===== src/rtl/hazard_pkg.sv =====
// Shared defaults and helpers for the decode-stage operand hazard unit.
package hazard_pkg;
    localparam int DEF_AW       = 5;
    localparam int DEF_DW       = 32;
    localparam int DEF_NFWD     = 2;
    localparam int DEF_LD_DEPTH = 4;

    localparam logic [DEF_AW-1:0] R0 = '0;

    function automatic int clog2(input int value);
        int result;
        result = 0;
        while ((1 << result) < value)
            result = result + 1;
        return result;
    endfunction
endpackage


===== src/rtl/ld_tag_fifo.sv =====
// In-order tag FIFO of outstanding load destinations with per-entry
// address compares for both decode source operands.
module ld_tag_fifo
    import hazard_pkg::*;
#(
    parameter int AW    = DEF_AW,
    parameter int DEPTH = DEF_LD_DEPTH,
    parameter int CW    = clog2(DEPTH) + 1
) (
    input  logic             clk,
    input  logic             rst,
    input  logic             push,
    input  logic [AW-1:0]    push_dest,
    input  logic             pop,
    input  logic             flush,
    input  logic [AW-1:0]    cmp_addr1,
    input  logic [AW-1:0]    cmp_addr2,
    output logic [DEPTH-1:0] match1,
    output logic [DEPTH-1:0] match2,
    output logic [DEPTH-1:0] head_oh,
    output logic             head_match1,
    output logic             head_match2,
    output logic [CW-1:0]    count,
    output logic             full,
    output logic             err
);
    localparam int PW = clog2(DEPTH);

    logic [PW-1:0]    head;
    logic [PW-1:0]    tail;
    logic [DEPTH-1:0] ent_valid;
    logic [AW-1:0]    ent_dest [DEPTH];
    logic             pop_ok;

    // A pop with nothing tracked is an error and must not move the head.
    assign pop_ok = pop && (count != '0);
    assign full   = (count == CW'(DEPTH));

    always_comb begin
        match1 = '0;
        match2 = '0;
        for (int i = 0; i < DEPTH; i++) begin
            match1[i] = ent_valid[i] && (ent_dest[i] == cmp_addr1);
            match2[i] = ent_valid[i] && (ent_dest[i] == cmp_addr2);
        end
    end

    assign head_oh     = DEPTH'(1) << head;
    assign head_match1 = match1[head];
    assign head_match2 = match2[head];

    always_ff @(posedge clk) begin
        if (rst) begin
            head      <= '0;
            tail      <= '0;
            count     <= '0;
            ent_valid <= '0;
            err       <= 1'b0;
        end else begin
            if (pop && (count == '0))
                err <= 1'b1;
            if (flush) begin
                head      <= '0;
                tail      <= '0;
                count     <= '0;
                ent_valid <= '0;
            end else begin
                // When full, head == tail: the push assignment below wins the slot.
                if (pop_ok) begin
                    ent_valid[head] <= 1'b0;
                    head            <= head + 1'b1;
                end
                if (push) begin
                    ent_valid[tail] <= 1'b1;
                    ent_dest[tail]  <= push_dest;
                    tail            <= tail + 1'b1;
                end
                if (push && !pop_ok)
                    count <= count + 1'b1;
                else if (!push && pop_ok)
                    count <= count - 1'b1;
            end
        end
    end
endmodule


===== src/rtl/id_hazard_scoreboard.sv =====
// Decode-stage operand hazard resolution: load-use stalls, load-data bypass,
// forwarding mux over NFWD later stages, and the readygo/issue handshake.
module id_hazard_scoreboard
    import hazard_pkg::*;
#(
    parameter int AW       = DEF_AW,
    parameter int DW       = DEF_DW,
    parameter int NFWD     = DEF_NFWD,
    parameter int LD_DEPTH = DEF_LD_DEPTH
) (
    input  logic                       clk,
    input  logic                       rst,
    input  logic                       id_valid,
    input  logic [AW-1:0]              id_raddr1,
    input  logic [AW-1:0]              id_raddr2,
    input  logic                       id_ren1,
    input  logic                       id_ren2,
    input  logic [AW-1:0]              id_dest,
    input  logic                       id_is_load,
    input  logic                       ex_allowin,
    input  logic [NFWD-1:0]            fwd_valid,
    input  logic [NFWD*AW-1:0]         fwd_addr,
    input  logic [NFWD*DW-1:0]         fwd_data,
    input  logic [DW-1:0]              rf_rdata1,
    input  logic [DW-1:0]              rf_rdata2,
    input  logic                       ld_done,
    input  logic [DW-1:0]              ld_data,
    input  logic                       ld_flush,
    output logic                       id_readygo,
    output logic                       id_issue,
    output logic [DW-1:0]              opnd1,
    output logic [DW-1:0]              opnd2,
    output logic [clog2(LD_DEPTH):0]   ld_count,
    output logic                       ld_full,
    output logic                       ld_err
);
    logic [LD_DEPTH-1:0] match [2];
    logic [LD_DEPTH-1:0] head_oh;
    logic                head_match [2];
    logic [AW-1:0]       src_addr [2];
    logic                src_ren [2];
    logic [DW-1:0]       src_rf [2];
    logic [DW-1:0]       src_opnd [2];
    logic [1:0]          blocked;
    logic                push;

    assign src_addr[0] = id_raddr1;
    assign src_addr[1] = id_raddr2;
    assign src_ren[0]  = id_ren1;
    assign src_ren[1]  = id_ren2;
    assign src_rf[0]   = rf_rdata1;
    assign src_rf[1]   = rf_rdata2;

    assign push = id_issue && id_is_load && (id_dest != AW'(R0));

    ld_tag_fifo #(
        .AW    (AW),
        .DEPTH (LD_DEPTH)
    ) u_fifo (
        .clk         (clk),
        .rst         (rst),
        .push        (push),
        .push_dest   (id_dest),
        .pop         (ld_done),
        .flush       (ld_flush),
        .cmp_addr1   (id_raddr1),
        .cmp_addr2   (id_raddr2),
        .match1      (match[0]),
        .match2      (match[1]),
        .head_oh     (head_oh),
        .head_match1 (head_match[0]),
        .head_match2 (head_match[1]),
        .count       (ld_count),
        .full        (ld_full),
        .err         (ld_err)
    );

    always_comb begin
        blocked = '0;
        for (int s = 0; s < 2; s++) begin
            src_opnd[s] = src_rf[s];
            // Any younger pending load to this register stalls, even with ld_done.
            if (src_ren[s] && (src_addr[s] != AW'(R0)))
                blocked[s] = (|(match[s] & ~head_oh)) || (head_match[s] && !ld_done);
            for (int i = NFWD - 1; i >= 0; i--) begin
                if (fwd_valid[i] && (fwd_addr[i*AW +: AW] == src_addr[s]))
                    src_opnd[s] = fwd_data[i*DW +: DW];
            end
            if (head_match[s] && ld_done)
                src_opnd[s] = ld_data;
            if (src_addr[s] == AW'(R0))
                src_opnd[s] = '0;
        end
    end

    assign opnd1      = src_opnd[0];
    assign opnd2      = src_opnd[1];
    assign id_readygo = !(|blocked) && !(id_is_load && ld_full && !ld_done);
    assign id_issue   = id_valid && id_readygo && ex_allowin;
endmodule

===== config.mk =====
export PLATFORM = sky130hd
export DESIGN_NAME = id_hazard_scoreboard
export DESIGN_NICKNAME = d
export VERILOG_FILES = /design/src/rtl/hazard_pkg.sv /design/src/rtl/ld_tag_fifo.sv /design/src/rtl/id_hazard_scoreboard.sv
export SDC_FILE = /design/constraint.sdc
export NUM_CORES = 1
export LEC_CHECK = 0
export ABC_AREA = 1
export CAP_MARGIN = 10
export CORE_MARGIN = 2
export CORE_UTILIZATION = 40
export DETAILED_ROUTE_END_ITERATION = 7
export HOLD_SLACK_MARGIN = 0.05
export PLACE_DENSITY = 0.79
export SYNTH_ARGS = -nofsm -noshare
export SYNTH_HDL_FRONTEND = slang
export SYNTH_HIERARCHICAL = 1
export SYNTH_SLANG_ARGS = --single-unit

===== constraint.sdc =====
create_clock -name clk -period 3 [get_ports clk]
set_input_delay 0.6 -clock clk [delete_from_list [all_inputs] [get_ports clk]]
set_output_delay 0.6 -clock clk [all_outputs]
set_load 0.01 [all_outputs]

After elaboration in Yosys (flattened, before gate mapping)
Memory sizes are Yosys's and may differ from the RTL's.
Cells that the tools add are included.
{ "totals": {"mem_count": 1, "output_inout_bits": 71, "mem_bits_rw": 20, "word_cells": 112, "in_bits": 196, "reg_bits": 12} }
{ "classes": {"n_reduce_logical": 50, "addsub": 4, "magnitude_cmp": 4, "mux": 28, "shift": 1, "n_eq_ne": 13, "n_bitwise": 6} }
{ "memory_table": {"columns": ["memory", "depth", "width", "rd", "rd_ports_with_merged_regs", "wr", "line_no", "rtl"], "rows": [
  ["u_fifo.ent_dest", 4, 5, 4, 0, 1, "ld_tag_fifo.sv:32", "logic [AW-1:0] ent_dest [DEPTH];"]
]} }
{ "ops": {"columns": ["cell", "n"], "rows": [
  ["$mux 32", 8],
  ["$eq 5x5->1", 12],
  ["$logic_and 1x1->1", 31],
  ["$mux 4", 4],
  ["$reduce_bool 5->1", 3],
  ["$and 4x4->4", 3],
  ["$logic_not 5->1", 2],
  ["$mux 1", 10],
  ["$not 4->4", 2],
  ["$reduce_or 4->1", 2],
  ["$lt 2x3->1 const B", 2],
  ["$mux 3", 2],
  ["$logic_not 1->1", 5],
  ["$add 2x1->2 const B", 2],
  ["$bmux 1 s2", 2],
  ["$demux 1 s2", 2],
  ["$ge 2x1->1 const B", 2],
  ["$or 4x4->4", 1],
  ["$reduce_or 2->1", 2],
  ["$shl 1x2->4 const A", 1],
  ["$add 3x1->3 const B", 1],
  ["$eq 3x3->1 const B", 1],
  ["$logic_not 3->1", 1],
  ["$reduce_bool 3->1", 1],
  ["3 further kinds", 4]
]} }

Longest topological paths before layout
{ "logic_depth": {"depth_word": 18, "ltp_mapped": 20, "depth_no_buf": 20} }

Hierarchy
The synthesis kept the hierarchy.
{ "modules_own_cells": {"columns": ["module", "cells_per_inst", "area_per_inst_um2", "seq_area_each_um2", "n_inst"], "rows": [
  ["id_hazard_scoreboard", 774, 3559.7, 0.0, 1],
  ["ld_tag_fifo", 290, 1998.2, 840.8, 1]
]} }

Worst setup path after synthesis
No wires, ideal clock.
{ "synth_timing": {"path_kind": "in2reg", "from": "input port id_raddr2[0]", "to": "register u_fifo.count[2]", "stages": 20, "required_ns": 2.880, "slack_ns": 0.180, "setup_time_ns": 0.120, "t_arrival_ns": 2.700, "n_path_buf": 0, "cell_sequence": "inv_2 > nand2_1 > nand2_1 > nor2_1 > nand3_1 > nand2_1 > nand3_1 > nand2_1 > nand2_1 > nand3_1 > o21ai_0 > nand4_1 > nor2_1 > ha_1 > inv_2 > fa_1 > a21oi_1 > o21ai_1 > o21ai_1 > a21oi_1"} }
{ "synth_lines": {"columns": ["element", "line_no", "rtl"], "rows": [
  ["start: declaration", "id_hazard_scoreboard.sv:15", "input logic [AW-1:0] id_raddr2,"],
  ["end signal: assignment", "ld_tag_fifo.sv:79", "count <= count + 1'b1;"],
  ["end signal: assignment", "ld_tag_fifo.sv:81", "count <= count - 1'b1;"],
  ["end: declaration", "ld_tag_fifo.sv:23", "output logic [CW-1:0] count,"]
]} }

Worst setup path after layout
{ "layout_timing": {"from": "input port fwd_valid[0]", "to": "output port opnd1[27]"} }
{ "layout_between": {"elab_chain_cells": 4} }
{ "layout_lines": {"columns": ["element", "line_no", "rtl"], "rows": [
  ["start: declaration", "id_hazard_scoreboard.sv:21", "input logic [NFWD-1:0] fwd_valid,"],
  ["$logic_and 1x1->1", "id_hazard_scoreboard.sv:86", "if (fwd_valid[i] && (fwd_addr[i*AW +: AW] == src_addr[s]))"],
  ["$mux 32", "id_hazard_scoreboard.sv:86", null],
  ["$mux 32", "id_hazard_scoreboard.sv:89", "if (head_match[s] && ld_done)"],
  ["$mux 32", "id_hazard_scoreboard.sv:91", "if (src_addr[s] == AW'(R0))"],
  ["end: declaration", "id_hazard_scoreboard.sv:31", "output logic [DW-1:0] opnd1,"]
]} }
Every way passes these cells.

==> results.py <==
metrics = {
    "flow_run": {
        "cap_violations": 0,
    },
    "placed_design": {
        "portBuffers": 266,
        "dp_hpwl_mm": 19.6,
        "gp_congestion": 1.04,
        "dp_slack_ns": -0.795,
        "dpl_cell_area_mm2": 0.00887,
    },
    "critical_path": {
        "path_cells": "clkdlybuf4s50_1, nand2_1, nor2_2, nand3_4, buf_12, buf_4, nand3_1, a21oi_2, clkdlybuf4s15_2",
        "cp.arrival_ns": 2.33,
        "crit_type": "input port to output pin",
        "reg2reg_from": "u_fifo/ent_dest[2][1]",
        "rrSetupSlack_ns": 0.19,
        "worst-endpoint-required_ns": 2.40,
        "critPathCaptureType": "output pin",
        "cp_slowest_stage_delay_ns": 0.51,
        "worst_path_max_delay_cell": "clkdlybuf4s50_1",
        "regToRegEndpoint": "u_fifo/count[2]",
        "worstPathMaxFanout": 11,
        "worstRegToRegCells": 21,
        "worstSetupStartpointType": "input port",
    },
    "clock_network": {
        "cts_root_buffer": "clkbuf_16",
        "clk_latency_ns": 0.28,
        "htreeDepth": 2,
        "hold_buffers": 0,
        "cts.sinks": 32,
        "clkTransAtPathRegs_ns": 0.05,
        "cts_buffers": 5,
        "clockBufferDepth": 2,
        "cts_tree": "yes",
    },
    "power_and_ir_drop": {
        "internal_power_mw": 1.40,
        "clkPwrFrac_pct": 27.1,
        "p_seq_share_pct": 22.8,
        "switching_power_uw": 707,
        "swShare_pct": 33.6,
        "peakVddDrop_mv": 0.369,
        "combPwrFrac_pct": 50.1,
        "leakage_nw": 4.95,
        "power_mw": 2.11,
        "p_per_area_mw_per_mm2": 222,
    },
    "timing": {
        "min_period_ns": 2.93,
        "finalHoldViolCount": 0,
        "drv_slew": 0,
        "slew_headroom_pct": 74.1,
        "finClkSkew_ns": 0.00614,
        "setup_slack_ns": 0.0661,
        "min_period_over_period_pct": 97.8,
        "setup_viol": 0,
        "worst_pin_slew_ns": 0.384,
        "clock.fmax_mhz": 341,
        "rsz0062_at_grt": "true",
    },
    "synthesis": {
        "yosys_register_bits": 32,
        "ys_seq_area_share_pct": 15.1,
        "yosysUniqueCellTypes": 29,
        "syn-num-nets": 1270,
        "ys_warn_count": 6,
        "syn_avg_cell_area_um2": 5.22,
        "synth_area_mm2": 0.00556,
        "syn_inst": 1064,
    },
    "route": {
        "viasPerCell": 5.27,
        "via_count": 8238,
        "routedWlPerCell_um": 17.3,
        "first_iter_violations": 849,
        "drcViolationCount": 0,
        "first_pass_iters": 6,
        "wl_mm": 27.1,
        "ant_nets": 0,
    },
    "die": {
        "start_util_pct": 40.5,
        "num_rows": 43,
        "die_x_um": 122,
        "core_area_mm2": 0.0137,
        "die_y_um": 122,
        "dieArea_mm2": 0.0149,
        "ioPinCount": 267,
    },
    "min_path": {
        "worstHoldEndpoint": "u_fifo/err",
        "holdPathStages": 2,
        "worstHoldPathType": "flop to flop",
        "min-delay-start": "u_fifo/err",
    },
    "status": {
        "status": "complete, no violations",
    },
    "cells_and_area": {
        "drive_above_1_share_pct": 21.2,
        "nets": 1587,
        "fillCellCount": 1234,
        "final_common_cell": "nand2_1",
        "fin_area_mm2": 0.00948,
        "mostFrequentLayoutCells": "nand2_1 (242), inv_1 (188), clkdlybuf4s50_1 (180)",
        "areaGrowthSynthToFinish_pct": 70.6,
    },
    "global_route": {
        "antenna_found_initial": 0,
        "grt.overflow.total": 0,
        "grt_pass1_wl_mm": 38.3,
        "grt_max_degree": 36,
        "grt_use_total_pct": 32.7,
        "grt_pass1_vias": 7418,
    },
}
cell usage after synthesis:
library cell	instances	area share (%)
nor2_1	170	11
a31o_1	4	0.63
clkbuf_1	14	0.95
o41ai_1	1	0.16
buf_2	27	2.4
edfxtp_1	20	11
o21ai_1	11	0.99
fa_1	1	0.36
o21bai_1	1	0.14
ha_1	9	2.0
a21oi_2	33	5.2
nand3_2	2	0.36
o22ai_1	2	0.23
or2_2	1	0.11
nor2_2	10	1.1
inv_1	193	13
nand3_4	3	0.95
nand2_1	249	17
buf_6	8	1.6
nand4_1	4	0.45
nor2_4	2	0.41
nor3_1	2	0.18
nand3_1	150	14
a21oi_1	44	4.0
inv_2	23	1.6
nand2_2	1	0.11
o21ai_0	66	5.9
xnor2_1	1	0.16
dfxtp_1	12	4.3
critical path: cells and delay by family:
kind	cells	cell delay, ns
AOI/OAI and AO/OA	1	0.06
buffers and inverters	4	1.13
and+or+nand+nor	4	0.54
logic make-up (layout without fill, tap and decap cells):
family | count (synthesis) | count (layout) | synth area share (%)
AND/OR/NAND/NOR | 594 | 594 | 45.5
buffers and inverters | 265 | 583 | 19.6
AO/OA/AOI/OAI | 162 | 162 | 17.2
flip-flops | 32 | 32 | 15.1
adder cells (fa/ha/maj) | 10 | 10 | 2.39
XOR/XNOR | 1 | 1 | 0.158
other | 0 | 1 | 0
worst max path at each step:
stage                      end  slack, ns         start  cells after the start
2_1_floorplan  u_fifo/count[2]       0.18  id_raddr2[0]                     20
3_3_place_gp         opnd2[31]      -0.78  id_raddr2[2]                     15
3_5_place_dp         opnd2[31]      -0.79  id_raddr2[2]                     15
4_1_cts              opnd1[16]      -0.01  id_raddr1[4]                     15
5_1_grt        u_fifo/count[2]      -0.07  id_raddr1[3]                     21
6_report             opnd1[27]       0.07  fwd_valid[0]                      9
per-stage QoR:
| stage | TNS, ns | hold slack (ns) | cells | utilization, % |
|---|---|---|---|---|
| floorplan | 0 | 0.468 | 1064 | - |
| global placement | -51.30 | 0.441 | 1533 | 64.7 |
| detailed placement | -54.16 | 0.454 | 1533 | 64.7 |
| CTS | -0.0151 | 0.460 | 1544 | 66.4 |
| global route | -0.0802 | 0.483 | 1562 | 69.1 |
| finish | 0 | 0.456 | 1563 | 69.1 |
sequential cells by signal (all words and copies together), names as in the netlist:
register / cells
u_fifo/head: 2
u_fifo/count: 3
u_fifo/err: 1
u_fifo/ent_valid: 4
u_fifo/ent_dest: 20
u_fifo/tail: 2
layout make-up:
type,instances,area [µm²],share of cell area (%)
Inverter,216,826,8.71
Sequential cell,32,841,8.87
Antenna cell,1,2.50,0.0264
Clock inverter,3,42.5,0.449
Timing Repair Buffer,359,3620,38.2
Clock buffer,5,125,1.32
Multi-Input combinational cell,767,3800,40.1
Tap cell,180,225,2.37
metal layers:
metal | vias to the layer above | GRT usage (%) | share of wire (%)
met5 | - | 0 | 0
met4 | 0 | 13.7 | 5.3
met3 | 123 | 6.84 | 11
met2 | 553 | 56.1 | 47
met1 | 3610 | 39.5 | 37
li1 | 3952 | - | -
power groups by stage:
stage | Combinational (mW) | Sequential, mW | Clock, mW
6_report | 1.06 | 0.480 | 0.571
2_1_floorplan | 0.407 | 0.490 | 0
3_3_place_gp | 1.03 | 0.489 | 0
4_1_cts | 0.998 | 0.480 | 0.577
3_5_place_dp | 1.03 | 0.489 | 0
5_1_grt | 1.13 | 0.480 | 0.596
repair_timing:
item,CTS,global route
endpoints found under the setup margin,92,90
gates resized for setup,288,99
pin swaps,3,27
cloned,2,9
setup buffers,1,9
No activity file was read; power rests on OpenSTA's default activity.
